<file path="src/rtl/wshb_arb_pkg.sv">
// Shared types and defaults for the two-master Wishbone arbiter.
package wshb_arb_pkg;

  // Default number of terminated transfers a master may take while the other waits.
  localparam int unsigned MAX_GRANT_DEFAULT = 64;

  // Default Wishbone address and data widths.
  localparam int unsigned WB_AW = 32;
  localparam int unsigned WB_DW = 32;

  // Arbiter ownership states.
  typedef enum logic [1:0] {
    ST_IDLE     = 2'd0,
    ST_GNT_VGA  = 2'd1,
    ST_GNT_MIRE = 2'd2
  } arb_state_e;

endpackage

</file>
<file path="src/rtl/wshb_if.sv">
// Classic Wishbone B4 bundle; "_ms" flows master->slave, "_sm" flows slave->master.
interface wshb_if #(
  parameter int AW = 32,
  parameter int DW = 32
) ();

  logic [AW-1:0]   adr;
  logic [DW-1:0]   dat_ms;
  logic [DW-1:0]   dat_sm;
  logic            we;
  logic [DW/8-1:0] sel;
  logic            stb;
  logic            cyc;
  logic            ack;
  logic            err;
  logic [2:0]      cti;
  logic [1:0]      bte;

  modport master (
    output adr, dat_ms, we, sel, stb, cyc, cti, bte,
    input  dat_sm, ack, err
  );

  modport slave (
    input  adr, dat_ms, we, sel, stb, cyc, cti, bte,
    output dat_sm, ack, err
  );

endinterface

</file>
<file path="src/rtl/wshb_arbiter.sv">
// Two-master Wishbone arbiter (VGA reader, MIRE writer) in front of one SDRAM port.
// Ownership is a registered FSM; the bus is muxed from the registered state only,
// so a request never reaches the SDRAM port combinationally.
module wshb_arbiter
  import wshb_arb_pkg::*;
#(
  parameter int unsigned MAX_GRANT = MAX_GRANT_DEFAULT,
  parameter bit          VGA_PRIO  = 1'b1
) (
  input  logic   clk,
  input  logic   rst,
  wshb_if.slave  wshb_ifs_vga,
  wshb_if.slave  wshb_ifs_mire,
  wshb_if.master wshb_ifm,
  output logic   grant_vga,
  output logic   grant_mire
);

  localparam int unsigned       CNT_W    = $clog2(MAX_GRANT + 1);
  localparam logic [CNT_W-1:0]  CNT_LAST = CNT_W'(MAX_GRANT - 1);

  arb_state_e       state_q, state_d;
  arb_state_e       other_st;
  logic [CNT_W-1:0] cnt_q, cnt_d;
  logic             vga_req, mire_req;
  logic             own_req, other_req;
  logic             owner_done;
  logic             resp_en;

  assign vga_req  = wshb_ifs_vga.cyc;
  assign mire_req = wshb_ifs_mire.cyc;

  // Owner/challenger view of the requests, so both grant states share one rule set.
  always_comb begin
    // NOTE: every always_comb output gets a default first, so no path leaves it unassigned (no latch).
    own_req   = 1'b0;
    other_req = 1'b0;
    other_st  = ST_IDLE;
    case (state_q)
      ST_GNT_VGA: begin
        own_req   = vga_req;
        other_req = mire_req;
        other_st  = ST_GNT_MIRE;
      end
      ST_GNT_MIRE: begin
        own_req   = mire_req;
        other_req = vga_req;
        other_st  = ST_GNT_VGA;
      end
      default: ;
    endcase
  end

  // A transfer of the owner ends on either ack or err.
  assign owner_done = (state_q != ST_IDLE) && (wshb_ifm.ack || wshb_ifm.err);

  // Next owner and transfer count.
  always_comb begin
    state_d = state_q;
    cnt_d   = cnt_q;
    case (state_q)
      ST_IDLE: begin
        cnt_d = '0;
        if (vga_req && (VGA_PRIO || !mire_req)) state_d = ST_GNT_VGA;
        else if (mire_req)                      state_d = ST_GNT_MIRE;
      end
      ST_GNT_VGA, ST_GNT_MIRE: begin
        if (!own_req) begin
          // Owner released the bus: hand over directly or fall back to idle.
          state_d = other_req ? other_st : ST_IDLE;
          cnt_d   = '0;
        end else if (owner_done) begin
          if (cnt_q == CNT_LAST) begin
            // Quota used up: yield if the other master waits, otherwise start a fresh quota.
            cnt_d = '0;
            if (other_req) state_d = other_st;
          end else begin
            cnt_d = cnt_q + 1'b1;
          end
        end
      end
      default: begin
        state_d = ST_IDLE;
        cnt_d   = '0;
      end
    endcase
  end

  // State and counter registers with synchronous reset.
  always_ff @(posedge clk) begin
    // NOTE: sequential state uses non-blocking assignments so every flop samples pre-edge values.
    if (rst) begin
      state_q <= ST_IDLE;
      cnt_q   <= '0;
    end else begin
      state_q <= state_d;
      cnt_q   <= cnt_d;
    end
  end

  assign grant_vga  = (state_q == ST_GNT_VGA);
  assign grant_mire = (state_q == ST_GNT_MIRE);

  // Master-side request mux, selected by the registered owner; idle drives all zeros.
  always_comb begin
    wshb_ifm.adr    = '0;
    wshb_ifm.dat_ms = '0;
    wshb_ifm.we     = 1'b0;
    wshb_ifm.sel    = '0;
    wshb_ifm.stb    = 1'b0;
    wshb_ifm.cyc    = 1'b0;
    wshb_ifm.cti    = '0;
    wshb_ifm.bte    = '0;
    case (state_q)
      ST_GNT_VGA: begin
        wshb_ifm.adr    = wshb_ifs_vga.adr;
        wshb_ifm.dat_ms = wshb_ifs_vga.dat_ms;
        wshb_ifm.we     = wshb_ifs_vga.we;
        wshb_ifm.sel    = wshb_ifs_vga.sel;
        wshb_ifm.stb    = wshb_ifs_vga.stb;
        wshb_ifm.cyc    = wshb_ifs_vga.cyc;
        wshb_ifm.cti    = wshb_ifs_vga.cti;
        wshb_ifm.bte    = wshb_ifs_vga.bte;
      end
      ST_GNT_MIRE: begin
        wshb_ifm.adr    = wshb_ifs_mire.adr;
        wshb_ifm.dat_ms = wshb_ifs_mire.dat_ms;
        wshb_ifm.we     = wshb_ifs_mire.we;
        wshb_ifm.sel    = wshb_ifs_mire.sel;
        wshb_ifm.stb    = wshb_ifs_mire.stb;
        wshb_ifm.cyc    = wshb_ifs_mire.cyc;
        wshb_ifm.cti    = wshb_ifs_mire.cti;
        wshb_ifm.bte    = wshb_ifs_mire.bte;
      end
      default: ;
    endcase
  end

  // Responses go only to the owner; a reset cycle swallows any in-flight ack/err
  // because the grant it belongs to is being torn down.
  assign resp_en = !rst;

  assign wshb_ifs_vga.ack  = resp_en && grant_vga  && wshb_ifm.ack;
  assign wshb_ifs_vga.err  = resp_en && grant_vga  && wshb_ifm.err;
  assign wshb_ifs_mire.ack = resp_en && grant_mire && wshb_ifm.ack;
  assign wshb_ifs_mire.err = resp_en && grant_mire && wshb_ifm.err;

  assign wshb_ifs_vga.dat_sm  = wshb_ifm.dat_sm;
  assign wshb_ifs_mire.dat_sm = wshb_ifm.dat_sm;

endmodule

</file>
<file path="src/flat_wrapper.sv">
// flat-port wrapper written by rule: the top's interface ports become plain ports
module wshb_arbiter_flat import wshb_arb_pkg::*;
#(
  parameter int unsigned MAX_GRANT = MAX_GRANT_DEFAULT,
  parameter bit          VGA_PRIO  = 1'b1
)
  (clk, rst, grant_vga, grant_mire, wshb_ifs_vga_adr, wshb_ifs_vga_dat_ms, wshb_ifs_vga_we, wshb_ifs_vga_sel, wshb_ifs_vga_stb, wshb_ifs_vga_cyc, wshb_ifs_vga_cti, wshb_ifs_vga_bte, wshb_ifs_vga_dat_sm, wshb_ifs_vga_ack, wshb_ifs_vga_err, wshb_ifs_mire_adr, wshb_ifs_mire_dat_ms, wshb_ifs_mire_we, wshb_ifs_mire_sel, wshb_ifs_mire_stb, wshb_ifs_mire_cyc, wshb_ifs_mire_cti, wshb_ifs_mire_bte, wshb_ifs_mire_dat_sm, wshb_ifs_mire_ack, wshb_ifs_mire_err, wshb_ifm_adr, wshb_ifm_dat_ms, wshb_ifm_we, wshb_ifm_sel, wshb_ifm_stb, wshb_ifm_cyc, wshb_ifm_cti, wshb_ifm_bte, wshb_ifm_dat_sm, wshb_ifm_ack, wshb_ifm_err);
  wshb_if wshb_ifs_vga_i ();
  wshb_if wshb_ifs_mire_i ();
  wshb_if wshb_ifm_i ();
  input  logic clk;
  input  logic rst;
  output logic grant_vga;
  output logic grant_mire;
  input wire logic [$bits(wshb_ifs_vga_i.adr)-1:0] wshb_ifs_vga_adr;
  input wire logic [$bits(wshb_ifs_vga_i.dat_ms)-1:0] wshb_ifs_vga_dat_ms;
  input wire logic [$bits(wshb_ifs_vga_i.we)-1:0] wshb_ifs_vga_we;
  input wire logic [$bits(wshb_ifs_vga_i.sel)-1:0] wshb_ifs_vga_sel;
  input wire logic [$bits(wshb_ifs_vga_i.stb)-1:0] wshb_ifs_vga_stb;
  input wire logic [$bits(wshb_ifs_vga_i.cyc)-1:0] wshb_ifs_vga_cyc;
  input wire logic [$bits(wshb_ifs_vga_i.cti)-1:0] wshb_ifs_vga_cti;
  input wire logic [$bits(wshb_ifs_vga_i.bte)-1:0] wshb_ifs_vga_bte;
  output wire logic [$bits(wshb_ifs_vga_i.dat_sm)-1:0] wshb_ifs_vga_dat_sm;
  output wire logic [$bits(wshb_ifs_vga_i.ack)-1:0] wshb_ifs_vga_ack;
  output wire logic [$bits(wshb_ifs_vga_i.err)-1:0] wshb_ifs_vga_err;
  input wire logic [$bits(wshb_ifs_mire_i.adr)-1:0] wshb_ifs_mire_adr;
  input wire logic [$bits(wshb_ifs_mire_i.dat_ms)-1:0] wshb_ifs_mire_dat_ms;
  input wire logic [$bits(wshb_ifs_mire_i.we)-1:0] wshb_ifs_mire_we;
  input wire logic [$bits(wshb_ifs_mire_i.sel)-1:0] wshb_ifs_mire_sel;
  input wire logic [$bits(wshb_ifs_mire_i.stb)-1:0] wshb_ifs_mire_stb;
  input wire logic [$bits(wshb_ifs_mire_i.cyc)-1:0] wshb_ifs_mire_cyc;
  input wire logic [$bits(wshb_ifs_mire_i.cti)-1:0] wshb_ifs_mire_cti;
  input wire logic [$bits(wshb_ifs_mire_i.bte)-1:0] wshb_ifs_mire_bte;
  output wire logic [$bits(wshb_ifs_mire_i.dat_sm)-1:0] wshb_ifs_mire_dat_sm;
  output wire logic [$bits(wshb_ifs_mire_i.ack)-1:0] wshb_ifs_mire_ack;
  output wire logic [$bits(wshb_ifs_mire_i.err)-1:0] wshb_ifs_mire_err;
  output wire logic [$bits(wshb_ifm_i.adr)-1:0] wshb_ifm_adr;
  output wire logic [$bits(wshb_ifm_i.dat_ms)-1:0] wshb_ifm_dat_ms;
  output wire logic [$bits(wshb_ifm_i.we)-1:0] wshb_ifm_we;
  output wire logic [$bits(wshb_ifm_i.sel)-1:0] wshb_ifm_sel;
  output wire logic [$bits(wshb_ifm_i.stb)-1:0] wshb_ifm_stb;
  output wire logic [$bits(wshb_ifm_i.cyc)-1:0] wshb_ifm_cyc;
  output wire logic [$bits(wshb_ifm_i.cti)-1:0] wshb_ifm_cti;
  output wire logic [$bits(wshb_ifm_i.bte)-1:0] wshb_ifm_bte;
  input wire logic [$bits(wshb_ifm_i.dat_sm)-1:0] wshb_ifm_dat_sm;
  input wire logic [$bits(wshb_ifm_i.ack)-1:0] wshb_ifm_ack;
  input wire logic [$bits(wshb_ifm_i.err)-1:0] wshb_ifm_err;
  assign wshb_ifs_vga_i.adr = wshb_ifs_vga_adr;
  assign wshb_ifs_vga_i.dat_ms = wshb_ifs_vga_dat_ms;
  assign wshb_ifs_vga_i.we = wshb_ifs_vga_we;
  assign wshb_ifs_vga_i.sel = wshb_ifs_vga_sel;
  assign wshb_ifs_vga_i.stb = wshb_ifs_vga_stb;
  assign wshb_ifs_vga_i.cyc = wshb_ifs_vga_cyc;
  assign wshb_ifs_vga_i.cti = wshb_ifs_vga_cti;
  assign wshb_ifs_vga_i.bte = wshb_ifs_vga_bte;
  assign wshb_ifs_vga_dat_sm = wshb_ifs_vga_i.dat_sm;
  assign wshb_ifs_vga_ack = wshb_ifs_vga_i.ack;
  assign wshb_ifs_vga_err = wshb_ifs_vga_i.err;
  assign wshb_ifs_mire_i.adr = wshb_ifs_mire_adr;
  assign wshb_ifs_mire_i.dat_ms = wshb_ifs_mire_dat_ms;
  assign wshb_ifs_mire_i.we = wshb_ifs_mire_we;
  assign wshb_ifs_mire_i.sel = wshb_ifs_mire_sel;
  assign wshb_ifs_mire_i.stb = wshb_ifs_mire_stb;
  assign wshb_ifs_mire_i.cyc = wshb_ifs_mire_cyc;
  assign wshb_ifs_mire_i.cti = wshb_ifs_mire_cti;
  assign wshb_ifs_mire_i.bte = wshb_ifs_mire_bte;
  assign wshb_ifs_mire_dat_sm = wshb_ifs_mire_i.dat_sm;
  assign wshb_ifs_mire_ack = wshb_ifs_mire_i.ack;
  assign wshb_ifs_mire_err = wshb_ifs_mire_i.err;
  assign wshb_ifm_adr = wshb_ifm_i.adr;
  assign wshb_ifm_dat_ms = wshb_ifm_i.dat_ms;
  assign wshb_ifm_we = wshb_ifm_i.we;
  assign wshb_ifm_sel = wshb_ifm_i.sel;
  assign wshb_ifm_stb = wshb_ifm_i.stb;
  assign wshb_ifm_cyc = wshb_ifm_i.cyc;
  assign wshb_ifm_cti = wshb_ifm_i.cti;
  assign wshb_ifm_bte = wshb_ifm_i.bte;
  assign wshb_ifm_i.dat_sm = wshb_ifm_dat_sm;
  assign wshb_ifm_i.ack = wshb_ifm_ack;
  assign wshb_ifm_i.err = wshb_ifm_err;
  wshb_arbiter #(.MAX_GRANT(MAX_GRANT), .VGA_PRIO(VGA_PRIO)) u_core (.clk(clk), .rst(rst), .wshb_ifs_vga(wshb_ifs_vga_i), .wshb_ifs_mire(wshb_ifs_mire_i), .wshb_ifm(wshb_ifm_i), .grant_vga(grant_vga), .grant_mire(grant_mire));
endmodule
</file>
<file path="config.mk">
export PLATFORM = sky130hd
export DESIGN_NAME = wshb_arbiter_flat
export DESIGN_NICKNAME = d
export VERILOG_FILES = /design/src/rtl/wshb_arb_pkg.sv /design/src/rtl/wshb_if.sv /design/src/rtl/wshb_arbiter.sv /design/src/flat_wrapper.sv
export SDC_FILE = /design/constraint.sdc
export NUM_CORES = 1
export LEC_CHECK = 0
export ABC_CLOCK_PERIOD_IN_PS = 2240
export CORE_AREA = 2 2 130 132
export DETAILED_ROUTE_END_ITERATION = 10
export DIE_AREA = 0 0 132 134
export GPL_TIMING_DRIVEN = 0
export PLACE_DENSITY = 0.49
export SYNTH_ARGS = -nofsm -noshare
export SYNTH_HDL_FRONTEND = slang
export SYNTH_SLANG_ARGS = --single-unit
</file>
<file path="constraint.sdc">
create_clock -name clk -period 2.24 [get_ports clk]
set_input_delay 0.56 -clock clk [delete_from_list [all_inputs] [get_ports clk]]
set_output_delay 0.56 -clock clk [all_outputs]
set_load 0.01 [all_outputs]
</file>
== Word-level counts from Yosys, hierarchy flattened ==
Cells that the tools add are included.
Cells by class
  multipliers: 0
  bitwise gates (word level): 2
  equality and inequality tests: 7
  reductions and logical operators: 14
  $lt $le $gt $ge: 0
  multiplexer cells: 19
  add/sub/neg operators: 1
  shifts and indexed selects: 0
  div/mod/pow operators: 0
Operators by type and width (count)
  $pmux 32 s2: 2
  $mux 2: 7
  $pmux 2 s2: 3
  $ne 3x2->1 const B: 3
  $pmux 1 s2: 4
  $pmux 4 s2: 1
  $add 7x1->7 const B: 1
  $eq 7x6->1 const B: 1
  $logic_and 1x1->1: 7
  $mux 7: 1
  $pmux 3 s2: 1
  $reduce_and 4->1: 1
  $ne 3x3->1 const B: 1
  $reduce_or 3->1: 1
  $eq 2x1->1 const B: 1
  $eq 2x2->1 const B: 1
  $logic_not 2->1: 1
  $not 1->1: 2
  $reduce_bool 2->1: 1
  $reduce_or 2->1: 1
  $logic_not 1->1: 1
  $logic_or 1x1->1: 1
Word-level totals
  bits in registers: 9
  memory bits (writable): 0
  bits of input ports: 188
  memories kept: 0
  bits in latches: 0
  word-level logic and storage cells: 45
  bits in read-only memories: 0
  output and inout bits: 146

== Logic depth before layout (Yosys ltp) ==
  depth after elaboration: 7
  depth in mapped cells: 7
  gate-level depth less buffers: 6

== Worst setup path before layout ==
No wires, ideal clock.
  kind: register -> output
  start: register u_core.state_q[0]
  end: output port wshb_ifm_adr[0]
  setup slack: 0.151 ns
  buffers on the path: 3
  cell stages (with the launch flop): 8
  arrival time: 1.529 ns
  data required time: 1.680 ns
  cell sequence: dfxtp_1 > inv_1 > ha_1 > and2_1 > buf_2 > buf_2 > buf_4 > a22o_1
Between the ends
  longest elaborated chain between the ends: 2
  elaborated cells on any way between the ends: 3
  classes of those cells: eq/ne (2); mux (1)
RTL lines
  start, declared: RTL line wshb_arbiter.sv:22  | arb_state_e state_q, state_d;
  start signal, assigned: RTL line wshb_arbiter.sv:96  | state_q <= state_d;
  $eq 2x2->1 or $eq 2x1->1 (tied branches): RTL line wshb_arbiter.sv:114  | case (state_q)
  $pmux 32 s2 (*): RTL line wshb_arbiter.sv:114
  end, declared: RTL line flat_wrapper.sv:37  | output wire logic [$bits(wshb_ifm_i.adr)-1:0] wshb_ifm_adr;
Mark *: on every way between the ends. The rest lies on a longest branch, timed or not.

== Worst setup path in the final report ==
  start: register u_core.state_q[0]
  end: output port wshb_ifm_adr[25]
Same word-level chain as after synthesis.

==> run metrics <==
Area after DPL 5131 µm²; setup slack, reg-to-reg approximately 0.5 ns; worst setup margin -0.08708 ns; FP Rows 47; max_cap viols 0; Post-synth top flop dfxtp_1; yosys warns 0; Worst setup startpoint u_core.state_q[0]$_SDFFE_PP0P_; global-route wire length before repair 17,590 µm; CTS Buf Count 3; Syn Inst Count 224; Avg Cell Area, Syn 8.272 µm²; Distinct cells, synth 33; Slowest-stage cell, CP dfxtp_4; Mapped Area 1853 µm²; Vias ~3,000; fin. max-slew vios 0; Leak Pwr around 2.4 nW; Tmin final 2.327 ns; status complete, but fails checks; grt ovf 0; IO Pins 334; worst-path cell chain buf_4 -> ha_4 -> and2_4 -> buf_12 -> buf_8 -> a22o_1 -> buf_2; GRT Util Overall 12.71%; Area contributors post-synth a22o_1, buf_4, dfxtp_1; fin util between 30 and 40%; period utilization 103.9%; RSZ-0062 raised after global routing yes; Hold Buf Count CTS 0; full die area 17,690 µm²; count leader, synth a22o_1; Setup CP Type reg -> out; Worst Tran Pin Value 0.3669 ns; sw frac between 30% and 40%; worst vdd ir 297.1 µV; final antenna-violating net count 0; Longest Clk Path Bufs 2; CTS Root Cell clkbuf_16; 1st-iter DRT viols 46; class of the worst hold path reg -> reg; TritonRoute pass-1 iters 4; # clock sinks 9; GP Congestion about 0.84; Reg power frac 9.5%; H-Tree Depth 1; Final Hold Viols 0; Die H 134 µm; Routed WL between 10,000 and 15,000 µm; Syn-to-layout area delta 192.8%; Place WS -0.7384 ns; latest clock arrival within the worst-skew pair around 0.24 ns; clk slew on worst S/H paths 0.04 ns; EDFF count, synth 0; Post-Layout Inst Area 5425 µm²; Initial Util 11.38%; WL/cell 16.59 µm; worst r2r dst u_core.state_q[0]$_SDFFE_PP0P_; share of post-route cells with drive strength above 1 36.72%; CP Capture Point wshb_ifm_adr[25]; critical path endpoint category primary output; worst reg2reg path startpoint u_core.state_q[1]$_SDFFE_PP0P_; NetSw about 0.62 mW; Worst Skew approximately 0.0032 ns; final setup violation count 70; area leader, netlist a22o_1; Max Clk Rate between 400 and 500 MHz; Comb pwr share roughly three quarters; asr flop ratio synth 0%; Critical Path Fanout Max 7; largest net degree at the start of global routing 11; vias in the first global route 2,954; syn_nets 417; Arr. time, crit path about 1.8 ns; DRC Markers 0; Rel. slew slack between 70% and 80%; Slowest Stage Delay on Critical Path between 0.3 and 0.4 ns; initial antenna violation count 0; required time of the critical path 1.68 ns; antenna cells 0; failing checks negative setup slack; Nets roughly 740; area share of the largest cell type after synthesis 35.45%; DP Wirelength 10,610 µm; R2R cell count 8; Post-synth top cells a22o_1, buf_4, dfxtp_1; Seq/Total Area, Yosys 9.723%; I/O Buffers 300; crit start category register; Die Width 132 µm; PD cells between 300 and 400 nW/µm²; Via density ~4; fillers 1,739; TritonCTS clock tree done; Yosys reg bits 9; Clock power frac 16.5%; cell internal pwr 1.298 mW; core area 16,290 µm²
-- kinds of logic (layout without fill, tap and decap cells) --
kind of cell | after synthesis | after routing | share of synthesized area (%)
AO/OA/AOI/OAI | 86 | 86 | 40.78
buffers and inverters | 86 | 404 | 32.34
AND/OR/NAND/NOR | 31 | 31 | 10.33
flip-flops | 9 | 9 | 9.723
adder cells (fa/ha/maj) | 5 | 5 | 3.376
XOR/XNOR | 5 | 5 | 2.364
multiplexers | 2 | 2 | 1.080
-- routing by layer --
| metal | vias to the layer above | track usage [%] | part of all wire, % |
|---|---|---|---|
| li1 | 1416 | - | - |
| met1 | 1386 | 14.10 | 38 |
| met2 | 152 | 24.94 | 55 |
| met3 | 10 | 2.646 | 6.3 |
| met4 | 0 | 2.355 | 1.0 |
| met5 | - | 0 | 0 |
-- timing repair --
| item | 4_1_cts | 5_1_grt |
|---|---|---|
| setup endpoints to repair | 80 | 73 |
| cloned | 2 | 5 |
| pin swaps | 13 | 25 |
| setup buffers | 5 | 3 |
| resized for setup | 388 | 23 |
-- worst min-delay path by stage --
stage	startpoint	to	slack [ns]	cells past startpoint
finish	u_core.cnt_q[6]$_SDFFE_PP0P_	u_core.cnt_q[6]$_SDFFE_PP0P_	0.45	2
global route	u_core.cnt_q[6]$_SDFFE_PP0P_	u_core.cnt_q[6]$_SDFFE_PP0P_	0.48	2
CTS	u_core.cnt_q[6]$_SDFFE_PP0P_	u_core.cnt_q[6]$_SDFFE_PP0P_	0.45	2
detailed placement	u_core.cnt_q[6]$_SDFFE_PP0P_	u_core.cnt_q[6]$_SDFFE_PP0P_	0.45	2
global placement	u_core.cnt_q[6]$_SDFFE_PP0P_	u_core.cnt_q[6]$_SDFFE_PP0P_	0.44	2
floorplan	u_core.cnt_q[6]$_SDFFE_PP0P_	u_core.cnt_q[6]$_SDFFE_PP0P_	0.43	2
-- power by group through the flow --
| stage | Combinational (mW) | Clock (mW) | Sequential, mW |
|---|---|---|---|
| after floorplan | 0.518 | 0 | 0.177 |
| after detailed placement | 1.31 | 0 | 0.179 |
| after global routing | 1.51 | 0.338 | 0.183 |
| after global placement | 1.30 | 0 | 0.178 |
| final | 1.42 | 0.316 | 0.182 |
| after CTS | 1.35 | 0.323 | 0.183 |
-- layout make-up --
class,instances,area [µm²],area share (%)
plain buffers,82,726.9,13.40
well taps,220,275.3,5.074
clock buffers,4,78.83,1.453
flip-flops and latches,9,187.7,3.459
repair buffers,315,2989,55.10
inverters,3,16.27,0.2998
multi-input cells,129,1151,21.22
-- stage by stage --
stage / TNS, ns / power, mW / instances / hold WS [ns]
global placement: -45.30 / 1.482 / 744 / 0.4398
floorplan: 0 / 0.6947 / 224 / 0.4278
global route: -7.170 / 2.032 / 762 / 0.4782
detailed placement: -47.96 / 1.486 / 744 / 0.4465
CTS: -4.616 / 1.858 / 755 / 0.4532
finish: -3.252 / 1.917 / 762 / 0.4514
-- state kept, by name, summed over array words and instances (netlist names) --
| name | count |
|---|---|
| u_core.cnt_q | 7 |
| u_core.state_q | 2 |
-- critical path, delay by kind of cell (launching register included) --
kind,cells,cell delay (ns)
flip-flops,1,0.35
buffers and inverters,4,0.57
AO/OA/AOI/OAI,1,0.25
adder cells (fa/ha/maj),1,0.18
AND/OR/NAND/NOR,1,0.17
-- cell usage in the layout, fill, tap and decap left out, types with 2 or more instances in the layout --
cell type        Yosys  layout
a211o_1              2       2
a22o_1              75      71
a22o_4               1       5
and2_4               0       2
and3b_1              4       4
buf_12               0       2
buf_2                8      53
buf_4               69      70
buf_6                1      29
buf_8                0      10
clkbuf_1             5       2
clkbuf_16            0       8
clkdlybuf4s50_1      0     218
dfxtp_1              9       7
dfxtp_4              0       2
dlygate4sd2_1        0       6
ha_1                 5       2
ha_4                 0       3
inv_4                0       2
mux2i_1              2       2
nand2_1              6       6
nand2b_1             3       3
nand3_1              2       2
nor2_2               5       5
nor3_1               2       2
o21ai_0              3       3
xnor2_1              3       3
xor2_1               2       2
Note: power is estimated with default switching activity, not from simulation.
